<file path="config.mk">
export PLATFORM = sky130hd
export DESIGN_NAME = spi_daisy_chain_n
export DESIGN_NICKNAME = d
export VERILOG_FILES = /design/src/rtl/spi_daisy_chain_n.sv
export SDC_FILE = /design/constraint.sdc
export NUM_CORES = 1
export LEC_CHECK = 0
export ABC_AREA = 1
export BUFFER_PORTS_ARGS = -buffer_cell sky130_fd_sc_hd__buf_4
export CAP_MARGIN = 20
export CORE_UTILIZATION = 50
export CTS_BUF_LIST = sky130_fd_sc_hd__clkbuf_8 sky130_fd_sc_hd__clkbuf_16
export CTS_CLUSTER_DIAMETER = 50
export CTS_CLUSTER_SIZE = 24
export DETAILED_ROUTE_END_ITERATION = 8
export PLACE_DENSITY = 0.76
export SYNTH_ARGS = -nofsm -noshare
export SYNTH_HDL_FRONTEND = slang
export SYNTH_SLANG_ARGS = --single-unit
</file>
<file path="constraint.sdc">
create_clock -name clk -period 3.34 [get_ports clk]
set_clock_uncertainty 0.1 [all_clocks]
set_input_delay 0.501 -clock clk [delete_from_list [all_inputs] [get_ports clk]]
set_output_delay 0.501 -clock clk [all_outputs]
set_load 0.02 [all_outputs]
</file>
<file path="src/rtl/spi_daisy_chain_n.sv">
// SPI master driving a chain of N_DEV shift-register slaves, with busy/done handshake and readback.
// Define SPI_LSB_FIRST_EN to send frames LSB-first (slaves shift right); default is MSB-first.
module spi_daisy_chain_n #(
    parameter int DATA_W  = 8,
    parameter int N_DEV   = 3,
    parameter int CLK_DIV = 4
) (
    input  logic                      clk,
    input  logic                      rst,
    input  logic                      newd,
    input  logic [N_DEV*DATA_W-1:0]   din,
    output logic [N_DEV*DATA_W-1:0]   dout,
    output logic [N_DEV*DATA_W-1:0]   slave_q,
    output logic                      busy,
    output logic                      done,
    output logic                      sclk,
    output logic                      cs,
    output logic                      mosi
);

    localparam int TOTAL = N_DEV * DATA_W;
    localparam int CNT_W = $clog2(TOTAL + 1);
    localparam int DIV_W = (CLK_DIV > 1) ? $clog2(CLK_DIV) : 1;

    typedef enum logic [1:0] {IDLE, SHIFT, HOLD, DONE} state_t;

    state_t             r_state, w_state_nxt;
    logic [DIV_W-1:0]   r_div;
    logic [CNT_W-1:0]   r_bits;
    logic [TOTAL-1:0]   r_tx, r_rx, r_chain, r_dout;
    logic               r_busy, r_done, r_sclk, r_cs, r_mosi;

    logic               w_div_end, w_accept, w_start, w_rise, w_fall, w_last, w_enter_done;
    logic               w_miso, w_tx_bit;
    logic [TOTAL-1:0]   w_chain_nxt, w_rx_nxt;

    assign w_div_end = (r_div == DIV_W'(CLK_DIV - 1));

`ifdef SPI_LSB_FIRST_EN
    // r_chain holds {slave0, ..., slaveN-1}; re-pack so slave k sits at word k of slave_q
    assign w_miso      = r_chain[0];
    assign w_tx_bit    = r_tx[0];
    assign w_chain_nxt = (r_chain >> 1) | (TOTAL'(r_mosi) << (TOTAL - 1));
    assign w_rx_nxt    = (r_rx >> 1) | (TOTAL'(w_miso) << (TOTAL - 1));
    for (genvar k = 0; k < N_DEV; k++) begin : g_repack
        assign slave_q[k*DATA_W +: DATA_W] = r_chain[(N_DEV-1-k)*DATA_W +: DATA_W];
    end
`else
    assign w_miso      = r_chain[TOTAL-1];
    assign w_tx_bit    = r_tx[TOTAL-1];
    assign w_chain_nxt = (r_chain << 1) | TOTAL'(r_mosi);
    assign w_rx_nxt    = (r_rx << 1) | TOTAL'(w_miso);
    assign slave_q     = r_chain;
`endif

    always_ff @(posedge clk or posedge rst) begin
        if (rst) r_state <= IDLE;
        else     r_state <= w_state_nxt;
    end

    // IDLE with busy already set is the one-cycle gap between accept and asserting cs
    always_comb begin
        w_state_nxt  = r_state;
        w_accept     = 1'b0;
        w_start      = 1'b0;
        w_rise       = 1'b0;
        w_fall       = 1'b0;
        w_last       = 1'b0;
        w_enter_done = 1'b0;
        case (r_state)
            IDLE: begin
                if (r_busy) begin
                    w_start     = 1'b1;
                    w_state_nxt = SHIFT;
                end else if (newd) begin
                    w_accept = 1'b1;
                end
            end
            SHIFT: begin
                if (w_div_end) begin
                    if (!r_sclk) begin
                        w_rise = 1'b1;
                    end else begin
                        w_fall = 1'b1;
                        if (r_bits == CNT_W'(TOTAL - 1)) begin
                            w_last      = 1'b1;
                            w_state_nxt = HOLD;
                        end
                    end
                end
            end
            HOLD: begin
                if (w_div_end) begin
                    w_enter_done = 1'b1;
                    w_state_nxt  = DONE;
                end
            end
            DONE:    w_state_nxt = IDLE;
            default: w_state_nxt = IDLE;
        endcase
    end

    always_ff @(posedge clk or posedge rst) begin
        if (rst) begin
            r_div   <= '0;
            r_bits  <= '0;
            r_tx    <= '0;
            r_rx    <= '0;
            r_chain <= '0;
            r_dout  <= '0;
            r_busy  <= 1'b0;
            r_done  <= 1'b0;
            r_sclk  <= 1'b0;
            r_cs    <= 1'b1;
            r_mosi  <= 1'b0;
        end else begin
            if (r_state == SHIFT || r_state == HOLD)
                r_div <= w_div_end ? '0 : r_div + 1'b1;
            else
                r_div <= '0;

            r_done <= w_enter_done;
            if (r_state == DONE) r_busy <= 1'b0;

            if (w_accept) begin
                r_tx   <= din;
                r_busy <= 1'b1;
            end
            if (w_start) begin
                r_cs   <= 1'b0;
                r_mosi <= w_tx_bit;
                r_bits <= '0;
            end
            // tx advances on the rising edge so its leading bit is already the next one at the fall
            if (w_rise) begin
                r_sclk  <= 1'b1;
                r_chain <= w_chain_nxt;
                r_rx    <= w_rx_nxt;
`ifdef SPI_LSB_FIRST_EN
                r_tx    <= r_tx >> 1;
`else
                r_tx    <= r_tx << 1;
`endif
            end
            if (w_fall) begin
                r_sclk <= 1'b0;
                r_bits <= r_bits + 1'b1;
                r_mosi <= w_last ? 1'b0 : w_tx_bit;
            end
            if (w_enter_done) begin
                r_cs   <= 1'b1;
                r_dout <= r_rx;
            end
        end
    end

    assign dout = r_dout;
    assign busy = r_busy;
    assign done = r_done;
    assign sclk = r_sclk;
    assign cs   = r_cs;
    assign mosi = r_mosi;

endmodule

</file>
==> impl_metrics.ini, run 1 <==
[status]
status = completed

[floorplanning]
number_of_placement_rows = 34
coreArea_sq_um = 8680
floorplan.die_area_sq_um = 9280
die_height_microns = 96.3
num_io_pins = 80
initial_utilization_pct = 51.3
die-width_microns = 96.3

[synth]
synthCells = 493
warnings_synthesis = 0
synth_area_per_cell_sq_um = 9.03
yosys.cell_types.count = 22
post_synth_instance_area_sq_um = 4450
synthesis.nets = 527
synth.yosys.seq_area_share_pct = 61.9
synth.ff_latch_count = 110

[grt]
grt_first_pass_wirelength_mm = 13.3
grt_pass1_vias = 2976
groute.usage.overall_pct = 18.7
grt_max_degree = 94
initial_antenna_violation_count = 0
overflow = 0

[min_path]
hold_wc_path_type = in2async

[worst_setup_path]
timing.rr.start = r_state[1]
timing.critical_path.from = r_state[1]
crit_path_max_fanout = 93
crit_path_start_kind = register
cp-end-kind = register
criticalPathCategory = reg2reg
worst_ep_required_time_ps = 3450
timing.critical_path.arrival_ps = 2280

[layout]
post-route-util_pct = 61.0
drive_above_1_share_pct = 18.7
synthToLayoutAreaGrowth_pct = 18.9
final_cell_mix = sky130_fd_sc_hd__nand2_1, sky130_fd_sc_hd__dfrtp_1, sky130_fd_sc_hd__buf_4
fillers = 766
final_common_cell = sky130_fd_sc_hd__nand2_1
n_antenna_cell = 0
layout.nets = 600
layout.cells.non_filler = 679

[clock_tree]
cts_inserted_buffers = 9
cts_tree = done
clk_transition_reported_paths_ps = 110
post_cts_resized = 0
cts_htree_levels = 3
clkLatencyLatePin_ps = 360
cts-root-buf = sky130_fd_sc_hd__clkbuf_8
max-clock-path-buffers = 2
cts_setup_buffers = 0
tritoncts_sinks = 110
hold_buffers = 0

[route]
drt_pass1_iterations = 4
num_vias = 3312
detail-route-antenna-nets = 0
totalWireLength_mm = 8.04
detail_route.vias_per_cell = 4.88
drt_first_iter_violations = 175
number_of_design_rule_violations_left_after_detail_routing = 0
wire_per_inst_microns = 11.8

[sta]
tns_ps = 0
final-setup-viol-count = 0
relSlewSlack_pct = 40.7
timing.final.crit_share_pct = 64.9
grt_setup_unrepaired = no
timing_max_transition_violations_final = 0
period_minus_slack_ps = 2170
finalHoldWorstSlack_ps = 150
tightestPinTransition_ps = 889
fmax_mhz = 461
timing.final.hold_violations = 0

[place]
gp_congestion = 0.760
count_of_buffers_from_port_buffering = 79
number_of_cells_after_detailed_placement = 663
dp_hpwl_mm = 5.39

[job]
max_cap_violations = 0

[pwr]
vdd_drop_max_mv = 0.256
power.density_cell_area_nw_per_um2 = 415
leakage_nw = 2.69
[power breakdown]
group	switching, mW	internal (mW)	leakage [nW]
combinational	0.0301	0.0223	1.20
clock	0.457	0.357	0.101
sequential	0	1.33	1.39
total	0.487	1.71	2.69
[sequential cells by signal, summed over array words and instances (netlist names)]
name and count:
r_div 2, sclk 1, r_tx 24, cs 1, slave_q 24, r_state 2, r_rx 24, done 1
dout 24, busy 1, r_bits 5, mosi 1
[worst max-delay path, cell delays in order (launching register included)]
cell and delay (ps):
sky130_fd_sc_hd__dfrtp_1 420, sky130_fd_sc_hd__inv_1 110, sky130_fd_sc_hd__ha_1 260, sky130_fd_sc_hd__nand2_2 110, sky130_fd_sc_hd__nor2_4 110, sky130_fd_sc_hd__buf_4 630, sky130_fd_sc_hd__o21ai_0 200
[through the flow]
stage | power, mW | instance area [sq um] | setup WS [ps]
6_report | 2.20 | 5290 | 1170
5_1_grt | 2.29 | 5290 | 989
4_1_cts | 2.22 | 5290 | 1210
3_5_place_dp | 1.41 | 5090 | 1210
3_3_place_gp | 1.41 | 5090 | 1290
2_1_floorplan | 1.38 | 4450 | 1410
[synthesized netlist by cell type]
cell type / count / area share (%)
sky130_fd_sc_hd__buf_2: 7 / 0.79
sky130_fd_sc_hd__buf_4: 8 / 1.3
sky130_fd_sc_hd__buf_6: 2 / 0.51
sky130_fd_sc_hd__clkbuf_1: 4 / 0.34
sky130_fd_sc_hd__dfrtp_1: 109 / 61
sky130_fd_sc_hd__dfstp_2: 1 / 0.59
sky130_fd_sc_hd__ha_1: 7 / 2.0
sky130_fd_sc_hd__inv_1: 40 / 3.4
sky130_fd_sc_hd__inv_2: 1 / 0.084
sky130_fd_sc_hd__nand2_1: 215 / 18
sky130_fd_sc_hd__nand2_2: 1 / 0.14
sky130_fd_sc_hd__nand3_1: 31 / 3.5
sky130_fd_sc_hd__nand3_2: 1 / 0.22
sky130_fd_sc_hd__nand4_1: 2 / 0.28
sky130_fd_sc_hd__nor2_1: 2 / 0.17
sky130_fd_sc_hd__nor2_2: 1 / 0.14
sky130_fd_sc_hd__nor2_4: 1 / 0.25
sky130_fd_sc_hd__nor3b_1: 1 / 0.17
sky130_fd_sc_hd__o21ai_0: 54 / 6.1
sky130_fd_sc_hd__o21ai_1: 3 / 0.34
sky130_fd_sc_hd__o31ai_1: 1 / 0.17
sky130_fd_sc_hd__or2_2: 1 / 0.14
[layer usage]
layer / track usage [%] / vias to the layer above / part of all wire, % / wire (microns)
li1: - / 1676 / - / -
met1: 24.7 / 1553 / 48 / 3880
met2: 30.4 / 80 / 47 / 3770
met3: 5.69 / 3 / 4.6 / 368
met4: 4.29 / 0 / 0.29 / 23
met5: 0 / - / 0 / 0
[worst paths after layout]
| path | cells past startpoint | slack, ps | endpoint |
|---|---|---|---|
| max | 6 | 1170 | r_rx[21] |
| min | 2 | 150 | dout[14] |
| max reg2reg | 6 | 1170 | r_rx[21] |
| min reg2reg | 1 | 350 | r_div[0] |
| max in group asynchronous | 3 | 2260 | r_tx[15] |
| min in group clk | 3 | 240 | r_tx[0] |
[final cells by class]
cell class	instances	area (sq um)	area share, %
sequential	110	2750	52.0
multi-input combinational	321	1410	26.6
timing repair buffer	83	636	12.0
inverter	41	158	2.98
tap	108	135	2.55
clock buffer	9	124	2.34
clock inverter	7	77.6	1.47
[cells by family (layout without fill, tap and decap cells)]
| family | count (synthesis) | after routing | share of synthesized area, % |
|---|---|---|---|
| and+or+nand+nor | 256 | 256 | 23.1 |
| DFF | 110 | 110 | 61.9 |
| buffers and inverters | 62 | 140 | 6.44 |
| AOI/OAI and AO/OA | 58 | 58 | 6.58 |
| adders and majority gates | 7 | 7 | 1.97 |
Note: power is estimated with default switching activity, not from simulation.
==> run 2, diff against run 1 <==
Settings changed: CORE_UTILIZATION 50 to 55, PLACE_DENSITY 0.76 to 0.79.
Clock period 3.34 ns to 2.2 ns, I/O delays scaled along.
==> impl_metrics.ini, run 2 (synthesized netlist as in run 1, its figures left out) <==
[status]
status = completed

[route]
drt_pass1_iterations = 4
num_vias = 3383
number_of_design_rule_violations_left_after_detail_routing = 0
detail_route.vias_per_cell = 4.99
detail-route-antenna-nets = 0
drt_first_iter_violations = 161
wire_per_inst_microns = 12.3
totalWireLength_mm = 8.35

[clock_tree]
tritoncts_sinks = 110
cts_htree_levels = 3
clkLatencyLatePin_ps = 360
hold_buffers = 1
cts_tree = done
post_cts_resized = 0
cts-root-buf = sky130_fd_sc_hd__clkbuf_8
cts_inserted_buffers = 9
cts_setup_buffers = 0
max-clock-path-buffers = 2
clk_transition_reported_paths_ps = 100

[layout]
final_cell_mix = sky130_fd_sc_hd__nand2_1, sky130_fd_sc_hd__dfrtp_1, sky130_fd_sc_hd__buf_4
final_common_cell = sky130_fd_sc_hd__nand2_1
layout.nets = 605
drive_above_1_share_pct = 19.3
n_antenna_cell = 0
synthToLayoutAreaGrowth_pct = 20.1

[worst_setup_path]
timing.critical_path.to = r_rx[20]
timing.critical_path.arrival_ps = 1970
worst_r2r_endpoint = r_rx[20]
worst_ep_required_time_ps = 2320
r2r_slack_ps = 350
cp-end-kind = register
crit_path_max_fanout = 49
timing.critical_path.from = r_state[1]
criticalPathCategory = reg2reg
crit_path_start_kind = register
timing.rr.start = r_state[1]
ff2ff_path_depth = 6

[floorplanning]
floorplan.die_area_sq_um = 8460
initial_utilization_pct = 57.3
die-width_microns = 92.0
number_of_placement_rows = 32
die_height_microns = 92.0
num_io_pins = 80
coreArea_sq_um = 7770

[grt]
grt_use_met3_pct = 3.98
grt_max_degree = 50
grt_pass1_vias = 3191
groute.usage.overall_pct = 21.5
initial_antenna_violation_count = 0
grt_first_pass_wirelength_mm = 14.3
top_usage_layer = met2
grtUsageMet2_pct = 33.5
overflow = 0
met1_usage_pct = 30.1

[pwr]
netSwitchingPower_mw = 0.718
post-layout-total-power_mw = 3.34
combPwrFrac_pct = 2.5
pwr-share-clk_pct = 37.0
vdd_drop_max_mv = 0.291
seqPwrFrac_pct = 60.5
power.switching_fraction_pct = 21.5
power.internal_mw = 2.62
power.density_cell_area_nw_per_um2 = 625
leakage_nw = 2.72

[sta]
tightestPinTransition_ps = 608
fmax_mhz = 542
grt_setup_unrepaired = no
timing_max_transition_violations_final = 0
period_minus_slack_ps = 1850
final_critical_path_setup_slack_ps = 355
final-setup-viol-count = 0
timing.final.crit_share_pct = 83.9
relSlewSlack_pct = 59.4
tns_ps = 0
timing.final.hold_violations = 0

[place]
count_of_buffers_from_port_buffering = 79
dp_hpwl_mm = 5.76
gp_congestion = 0.796
place_worst_setup_slack_ps = 403

[job]
max_cap_violations = 0

[min_path]
hold_wc_path_type = in2reg
[run 2: changes by cell type in the layout (fill, tap and decap cells not counted)]
cell                            delta
sky130_fd_sc_hd__inv_6             -4
sky130_fd_sc_hd__clkinv_2          -1
sky130_fd_sc_hd__clkbuf_8          +1
sky130_fd_sc_hd__dlygate4sd3_1     +1
sky130_fd_sc_hd__clkinv_4          +3
sky130_fd_sc_hd__buf_4             +3
sky130_fd_sc_hd__clkinvlp_4        +1
sky130_fd_sc_hd__buf_12            +1
[run 2: power groups by stage]
stage / clock [mW] / sequential (mW) / combinational (mW)
final: 1.24 / 2.02 / 0.0825
after global routing: 1.35 / 2.02 / 0.0944
after CTS: 1.26 / 2.02 / 0.0865
after detailed placement: 0 / 2.06 / 0.0852
after global placement: 0 / 2.06 / 0.0843
after floorplan: 0 / 2.06 / 0.0298
[run 2: worst min path at each step]
| stage | depth (start not counted) | slack [ps] | startpoint | to |
|---|---|---|---|---|
| 2_1_floorplan | 1 | 310 | r_div[0] | r_div[0] |
| 3_3_place_gp | 1 | 320 | r_div[0] | r_div[0] |
| 3_5_place_dp | 1 | 330 | r_div[0] | r_div[0] |
| 4_1_cts | 3 | 60 | din[0] | r_tx[0] |
| 5_1_grt | 3 | 60 | din[0] | r_tx[0] |
| 6_report | 3 | 70 | din[0] | r_tx[0] |
[run 2: through the flow]
step | util [%] | hold WS (ps) | cell area, sq um | cells
final | 68.8 | 67.3 | 5350 | 678
after global routing | 68.8 | 63.4 | 5350 | 678
after CTS | 68.8 | 58.4 | 5350 | 678
after detailed placement | 66.0 | 332 | 5130 | 661
after global placement | 66.0 | 323 | 5130 | 661
after floorplan | - | 314 | 4450 | 493
[run 2: critical path, stage by stage (launching register included)]
cell                      delay, ps
sky130_fd_sc_hd__dfrtp_1        430
sky130_fd_sc_hd__inv_1          120
sky130_fd_sc_hd__ha_1           260
sky130_fd_sc_hd__nand2_2        110
sky130_fd_sc_hd__nor2_4         130
sky130_fd_sc_hd__buf_4          380
sky130_fd_sc_hd__o21ai_0        170
[run 2: cell type report]
cell class / instances / area (sq um)
clock buffer: 10 / 138
clock inverter: 6 / 71.3
fill: 624 / 2420
inverter: 41 / 158
multi-input combinational: 321 / 1410
sequential: 110 / 2750
tap: 102 / 128
timing repair buffer: 88 / 688
[run 2: routing by layer]
| metal | vias to the layer above | share of wire, % | routed length [microns] |
|---|---|---|---|
| met3 | 10 | 4.9 | 406 |
| met2 | 85 | 47 | 3910 |
| met1 | 1594 | 47 | 3930 |
| met5 | - | 0 | 0 |
| met4 | 0 | 1.3 | 111 |
| li1 | 1694 | - | - |
